**config.mk**
```make
export PLATFORM = sky130hd
export DESIGN_NAME = uart_tx_sched
export DESIGN_NICKNAME = d
export VERILOG_FILES = /design/src/rtl/uart_pkg.sv /design/src/rtl/rr_arbiter.sv /design/src/rtl/uart_tx_sched.sv
export SDC_FILE = /design/constraint.sdc
export NUM_CORES = 1
export LEC_CHECK = 0
export BUFFER_PORTS_ARGS = -buffer_cell sky130_fd_sc_hd__buf_4
export CAP_MARGIN = 20
export CORE_MARGIN = 4
export CORE_UTILIZATION = 57
export DETAILED_ROUTE_END_ITERATION = 8
export PLACE_DENSITY = 0.85
export SYNTH_ARGS = -nofsm -noshare
export SYNTH_HDL_FRONTEND = slang
export SYNTH_SLANG_ARGS = --single-unit
export TNS_END_PERCENT = 1
```
**constraint.sdc**
```tcl
create_clock -name clk -period 8.2 [get_ports clk]
set_clock_uncertainty 0.05 [all_clocks]
set_input_delay 1.23 -clock clk [delete_from_list [all_inputs] [get_ports clk]]
set_output_delay 1.23 -clock clk [all_outputs]
set_load 0.03 [all_outputs]
```
**src/rtl/uart_pkg.sv**
```systemverilog
// Shared types and constants for the UART transmit scheduler.
package uart_pkg;

  typedef enum logic [2:0] {
    IDLE  = 3'd0,
    LOAD  = 3'd1,
    BLANK = 3'd2,
    SEND  = 3'd3,
    GAP   = 3'd4
  } tx_sched_state_e;

  // Start bit, 8 data bits and stop bit.
  localparam int FRAME_BITS = 10;
  // Bit periods allowed in SEND before the frame is declared lost.
  localparam int TMO_BITS   = 12;
  // Cycles after tx_start during which a stale tx_done is ignored.
  localparam int DONE_BLANK = 2;

  function automatic int max_int(input int a, input int b);
    return (a > b) ? a : b;
  endfunction

endpackage

```
**src/rtl/rr_arbiter.sv**
```systemverilog
// Round-robin arbiter: picks the first requester after the last winner,
// wrapping modulo N. Purely combinational, so the caller owns the pointer.
module rr_arbiter #(
  parameter int N = 4
) (
  input  logic [N-1:0]         req,
  input  logic [$clog2(N)-1:0] last,
  output logic [N-1:0]         gnt,
  output logic [$clog2(N)-1:0] gnt_idx
);

  localparam int W = $clog2(N);

  logic [W-1:0] idx;
  logic         found;

  // Scan N positions starting one past the last winner; first hit wins.
  always_comb begin
    gnt     = '0;
    gnt_idx = '0;
    found   = 1'b0;
    idx     = last;
    for (int k = 1; k <= N; k++) begin
      idx = W'((int'(last) + k) % N);
      if (!found && req[idx]) begin
        found        = 1'b1;
        gnt[idx]     = 1'b1;
        gnt_idx      = idx;
      end
    end
  end

endmodule

```
**src/rtl/uart_tx_sched.sv**
```systemverilog
// Round-robin scheduler sharing one 8N1 UART transmitter between N_REQ
// byte producers. Grants a requester, strobes the byte into the
// transmitter, generates the baud tick, then waits for tx_done (with a
// timeout) and an optional idle gap before re-arbitrating.
//
// Handshake: req_valid[i] with its byte is held by the producer until the
// one-cycle req_ready[i] pulse; the byte is taken in that cycle. req_valid is
// only sampled in IDLE, so a producer may withdraw any time before its pulse.
module uart_tx_sched
  import uart_pkg::*;
#(
  parameter int N_REQ    = 4,
  parameter int CLK_FREQ = 100_000_000,
  parameter int BAUD     = 115_200,
  parameter int GAP_BITS = 0
) (
  input  logic                     clk,
  input  logic                     rst,
  input  logic [N_REQ-1:0]         req_valid,
  input  logic [8*N_REQ-1:0]       req_data,
  output logic [N_REQ-1:0]         req_ready,
  output logic                     tx_start,
  output logic [7:0]               tx_data,
  output logic                     tx_en,
  input  logic                     tx_done,
  output logic                     busy,
  output logic [$clog2(N_REQ)-1:0] grant_id,
  output logic                     err_tmo,
  output logic [2:0]               state_dbg
);

  localparam int BAUD_DIV = CLK_FREQ / BAUD;
  localparam int GW       = $clog2(N_REQ);
  localparam int BW       = $clog2(BAUD_DIV);
  localparam int TMO_CYC  = TMO_BITS * BAUD_DIV;
  localparam int GAP_CYC  = GAP_BITS * BAUD_DIV;
  localparam int CNT_MAX  = max_int(TMO_BITS, GAP_BITS) * BAUD_DIV;
  localparam int CW       = $clog2(CNT_MAX);

  localparam logic [BW-1:0] BAUD_LAST  = BW'(BAUD_DIV - 1);
  localparam logic [CW-1:0] TMO_LAST   = CW'(TMO_CYC - 1);
  localparam logic [CW-1:0] GAP_LAST   = CW'((GAP_CYC > 0) ? GAP_CYC - 1 : 0);
  localparam logic [CW-1:0] BLANK_LAST = CW'(DONE_BLANK - 1);

  if (BAUD_DIV < 2 || N_REQ < 2 || N_REQ > 8 || GAP_BITS < 0 || GAP_BITS > 15) begin : g_bad_cfg
    $error("uart_tx_sched: unsupported parameter combination");
  end

  tx_sched_state_e state_q, state_d;
  logic [GW-1:0]   grant_q, grant_d;
  logic [GW-1:0]   ptr_q, ptr_d;
  logic [7:0]      tx_data_q, tx_data_d;
  logic [BW-1:0]   baud_q, baud_d;
  logic [CW-1:0]   cnt_q, cnt_d;

  logic [N_REQ-1:0] arb_gnt;
  logic [GW-1:0]    arb_idx;
  logic [7:0]       req_byte [N_REQ];

  rr_arbiter #(.N(N_REQ)) u_arb (
    .req     (req_valid),
    .last    (ptr_q),
    .gnt     (arb_gnt),
    .gnt_idx (arb_idx)
  );

  // Split the flat data bus into one byte per requester.
  always_comb begin
    for (int i = 0; i < N_REQ; i++) begin
      req_byte[i] = req_data[8*i +: 8];
    end
  end

  // Next-state logic and all strobes; cnt_q is shared by BLANK, SEND and GAP.
  always_comb begin
    state_d   = state_q;
    grant_d   = grant_q;
    ptr_d     = ptr_q;
    tx_data_d = tx_data_q;
    baud_d    = baud_q;
    cnt_d     = cnt_q;
    req_ready = '0;
    tx_start  = 1'b0;
    tx_data   = tx_data_q;
    tx_en     = 1'b0;
    err_tmo   = 1'b0;

    // Baud divider runs only while a frame is on the line.
    if (state_q == BLANK || state_q == SEND) begin
      if (baud_q == BAUD_LAST) begin
        tx_en  = 1'b1;
        baud_d = '0;
      end else begin
        baud_d = baud_q + BW'(1);
      end
    end

    case (state_q)
      IDLE: begin
        if (|arb_gnt) begin
          grant_d = arb_idx;
          state_d = LOAD;
        end
      end
      LOAD: begin
        req_ready[grant_q] = 1'b1;
        tx_start           = 1'b1;
        tx_data            = req_byte[grant_q];
        tx_data_d          = req_byte[grant_q];
        ptr_d              = grant_q;
        baud_d             = '0;
        cnt_d              = '0;
        state_d            = BLANK;
      end
      BLANK: begin
        // tx_done may still be high from the previous frame here.
        if (cnt_q == BLANK_LAST) begin
          cnt_d   = '0;
          state_d = SEND;
        end else begin
          cnt_d = cnt_q + CW'(1);
        end
      end
      SEND: begin
        if (tx_done) begin
          cnt_d   = '0;
          state_d = (GAP_BITS > 0) ? GAP : IDLE;
        end else if (cnt_q == TMO_LAST) begin
          err_tmo = 1'b1;
          cnt_d   = '0;
          state_d = IDLE;
        end else begin
          cnt_d = cnt_q + CW'(1);
        end
      end
      GAP: begin
        if (cnt_q == GAP_LAST) begin
          cnt_d   = '0;
          state_d = IDLE;
        end else begin
          cnt_d = cnt_q + CW'(1);
        end
      end
      default: begin
        state_d = IDLE;
      end
    endcase
  end

  // State register; reset leaves requester 0 with first priority.
  always_ff @(posedge clk) begin
    if (rst) begin
      state_q   <= IDLE;
      grant_q   <= '0;
      ptr_q     <= GW'(N_REQ - 1);
      tx_data_q <= '0;
      baud_q    <= '0;
      cnt_q     <= '0;
    end else begin
      state_q   <= state_d;
      grant_q   <= grant_d;
      ptr_q     <= ptr_d;
      tx_data_q <= tx_data_d;
      baud_q    <= baud_d;
      cnt_q     <= cnt_d;
    end
  end

  assign busy      = (state_q != IDLE);
  assign grant_id  = grant_q;
  assign state_dbg = state_q;

endmodule

```
==> summary.txt <==
Logic synthesis
  • Synth async-reset ratio: 0%
  • Synth Warn #: 0
  • Area leader, netlist: dfxtp_1
  • Top-area cell type share of the netlist area: 31.7%
  • Synth Flop Type: dfxtp_1
  • Syn avg cell area: 8.89 sq um
  • Register area share after synthesis: 31.7%
  • Number of synthesized flops with an enable pin: 0
  • Syn_nets: 326
  • Distinct cells, synth: 48
  • Register bit total from synthesis: 38
  • Synth Instances: 270
  • Area of the mapped netlist: 2400 sq um
  • Top cells by area, synth: dfxtp_1, ha_1, mux4_2

Routing
  • Routed wire length: 5160 microns
  • Antenna Nets Post-Route: 0
  • Via count: 2061
  • Drt wl/cell: 13.9 microns
  • Drt first pass iters: 6
  • Via density: 5.56
  • DRC: 0
  • First DRT Iteration DRCs: 71

CTS
  • Hold_buf cts: 0
  • # resized after CTS: 0
  • CTS Root Buffer Type: clkbuf_8
  • Clock Sink Count: 38
  • Total CTS buffers: 5
  • TritonCTS clock tree: built
  • Setup bufs post-CTS: 0
  • Worst-case clock buffer depth: 2
  • H-tree levels: 2
  • Clock Pin Slew Worst Setup and Hold Paths: 70 ps
  • Skew-Pair Late Insertion Delay: 290 ps

Final layout
  • Fraction of layout instances using a drive strength above 1: 27.1%
  • Final net count: 376
  • Design area: 2940 sq um
  • Final Util: 73.1%
  • Antenna Cells: 0
  • Area delta synth->final: 22.7%

Floorplanning
  • Die Span Y: 72.9 microns
  • Row count: 23
  • Initial Util: 59.6%
  • Die Wd: 72.9 microns
  • Full die area: 5310 sq um
  • Core region area: 4030 sq um
  • I/O pins: 60

Outcome
  • Outcome: completed

Place
  • DP Wirelength: 3940 microns
  • DP Area: 2830 sq um
  • Gpl congestion: 0.891
  • Dpl ws: 4670 ps
  • IO buf count: 58

Critical path
  • Crit path top cell by count: buf_4
  • CP endpoint kind: output pin
  • Cell family with most CP delay: multiplexers
  • Worst Path Max Fanout: 2
  • CP max-delay cell: mux4_2
  • Slowest Stage Delay on Critical Path: 460 ps
  • Worst setup path class: input port to output pin
  • CP startpoint kind: input port
  • Critical-path cell list: buf_4, mux4_2, mux2_2, buf_4
  • Arrival time at the worst endpoint: 2260 ps
  • WP buf/inv: 2
  • Data required, critical path: 6920 ps

STA
  • F_max: 282 MHz
  • Rel. slew slack: 45.0%
  • Fin. max-slew vios: 0
  • Final hold viol count: 0
  • Tcrit/Tclk final: 43.2%
  • Setup TNS: 0 ps
  • Least-Margin Pin Slew: 820 ps
  • Final critical-path setup slack: 4660 ps
  • Setup-failing EPs final: 0
  • Final min period: 3540 ps
  • RSZ-0062 raised after global routing: false

Pwr
  • PwrDens: 281 nW/um^2
  • Worst VDD drop: 0.000190 V
  • LEAKAGE: 1.23 nW

Worst hold path
  • Min-delay worst type: flip-flop to flip-flop

Global route
  • Total congestion overflow: 0
  • Largest net degree at the start of global routing: 18
  • Initial antenna violation count: 0
  • Number of global-route vias before repair: 2083
  • First-pass GRT wire length: 8950 microns
  • Global-route usage over all layers: 21.3%

Run
  • Max-cap viol count: 0
-- power by group --
part	total (mW)	internal (mW)	leakage, nW	switching (mW)
sequential	0.256	0.211	0.309	0.0453
combinational	0.423	0.193	0.868	0.229
clock	0.149	0.0848	0.0575	0.0639
total	0.828	0.489	1.23	0.339
-- registers in the layout, summed over array words and instances, names as in the netlist --
name       cells
ptr_q          2
state_dbg      2
tx_data_q      8
grant_id       2
baud_q        10
cnt_q         14
-- area by class of cell --
type / instances / area [sq um]
fillers: 310 / 1080
clock buffers: 8 / 110
multi-input cells: 208 / 1540
repair buffers: 58 / 435
well taps: 50 / 62.6
flip-flops and latches: 38 / 761
inverters: 9 / 33.8
-- through the flow --
| stage | std cells | power, mW | hold slack (ps) |
|---|---|---|---|
| floorplan | 270 | 0.568 | 399 |
| global placement | 363 | 0.672 | 411 |
| detailed placement | 363 | 0.681 | 423 |
| CTS | 371 | 0.835 | 432 |
| global route | 371 | 0.884 | 449 |
| finish | 371 | 0.828 | 434 |
-- worst min-delay path: cells and delay by family (launching register included) --
family | cells | cell delay [ps]
DFF | 1 | 330
and+or+nand+nor | 1 | 60
AOI/OAI and AO/OA | 1 | 50
-- cell families after synthesis --
| logic type | synth area share, % |
|---|---|
| and+or+nand+nor | 22.9 |
| muxes | 15.2 |
| other | 0.156 |
| buffers and inverters | 4.07 |
| xor gates and xnor gates | 7.30 |
| AOI/OAI and AO/OA | 9.75 |
| adders and majority gates | 8.86 |
| DFF | 31.7 |
-- synthesized netlist by cell type, types with 2 or more instances --
cell type,instances
dfxtp_1,38
nor2_1,34
nand2_1,26
ha_1,17
xor2_1,12
clkbuf_1,11
mux2_2,11
inv_1,9
nand3_1,9
and2_1,8
mux4_2,8
xnor2_1,8
a21oi_1,7
nor3_1,7
o21ai_0,6
mux2i_1,5
nor4_1,5
and3_1,4
nand4_1,4
buf_2,3
nor2b_1,3
a31oi_1,2
and3b_1,2
nand4b_1,2
nor3b_1,2
o211ai_1,2
o21a_1,2
o221ai_1,2
o22ai_1,2
-- per-layer routing --
layer	track usage [%]	share of wire [%]
met4	5.12	0.99
met1	25.1	43
met5	0	0
met2	35.5	47
met3	9.50	9.5
-- layout by cell type, fill, tap and decap left out, types with 2 or more instances in the layout --
cell type | synthesis | layout
o22ai_1 | 2 | 2
o21a_1 | 2 | 2
ha_1 | 17 | 17
clkbuf_8 | 0 | 8
xnor2_1 | 8 | 8
dfxtp_1 | 38 | 38
nand2_1 | 26 | 26
nand3_1 | 9 | 9
mux4_2 | 8 | 8
mux2i_1 | 5 | 5
nor2b_1 | 3 | 3
and3_1 | 4 | 4
and2_1 | 8 | 8
a31oi_1 | 2 | 2
xor2_1 | 12 | 12
nand4b_1 | 2 | 2
a21oi_1 | 7 | 7
o211ai_1 | 2 | 2
and3b_1 | 2 | 2
nor3b_1 | 2 | 2
nor3_1 | 7 | 7
o21ai_0 | 6 | 6
inv_1 | 9 | 9
buf_4 | 1 | 58
nor4_1 | 5 | 5
nor2_1 | 34 | 34
o221ai_1 | 2 | 2
mux2_2 | 11 | 11
nand4_1 | 4 | 4
-- worst paths after layout --
path | start | endpoint | slack, ps | depth (start not counted)
min reg2reg | baud_q[1] | baud_q[1] | 430 | 2
max reg2reg | ptr_q[0] | grant_id[0] | 5280 | 7
min | baud_q[1] | baud_q[1] | 430 | 2
max | req_data[25] | tx_data[1] | 4660 | 4
Power figures use the tool's default switching activity.
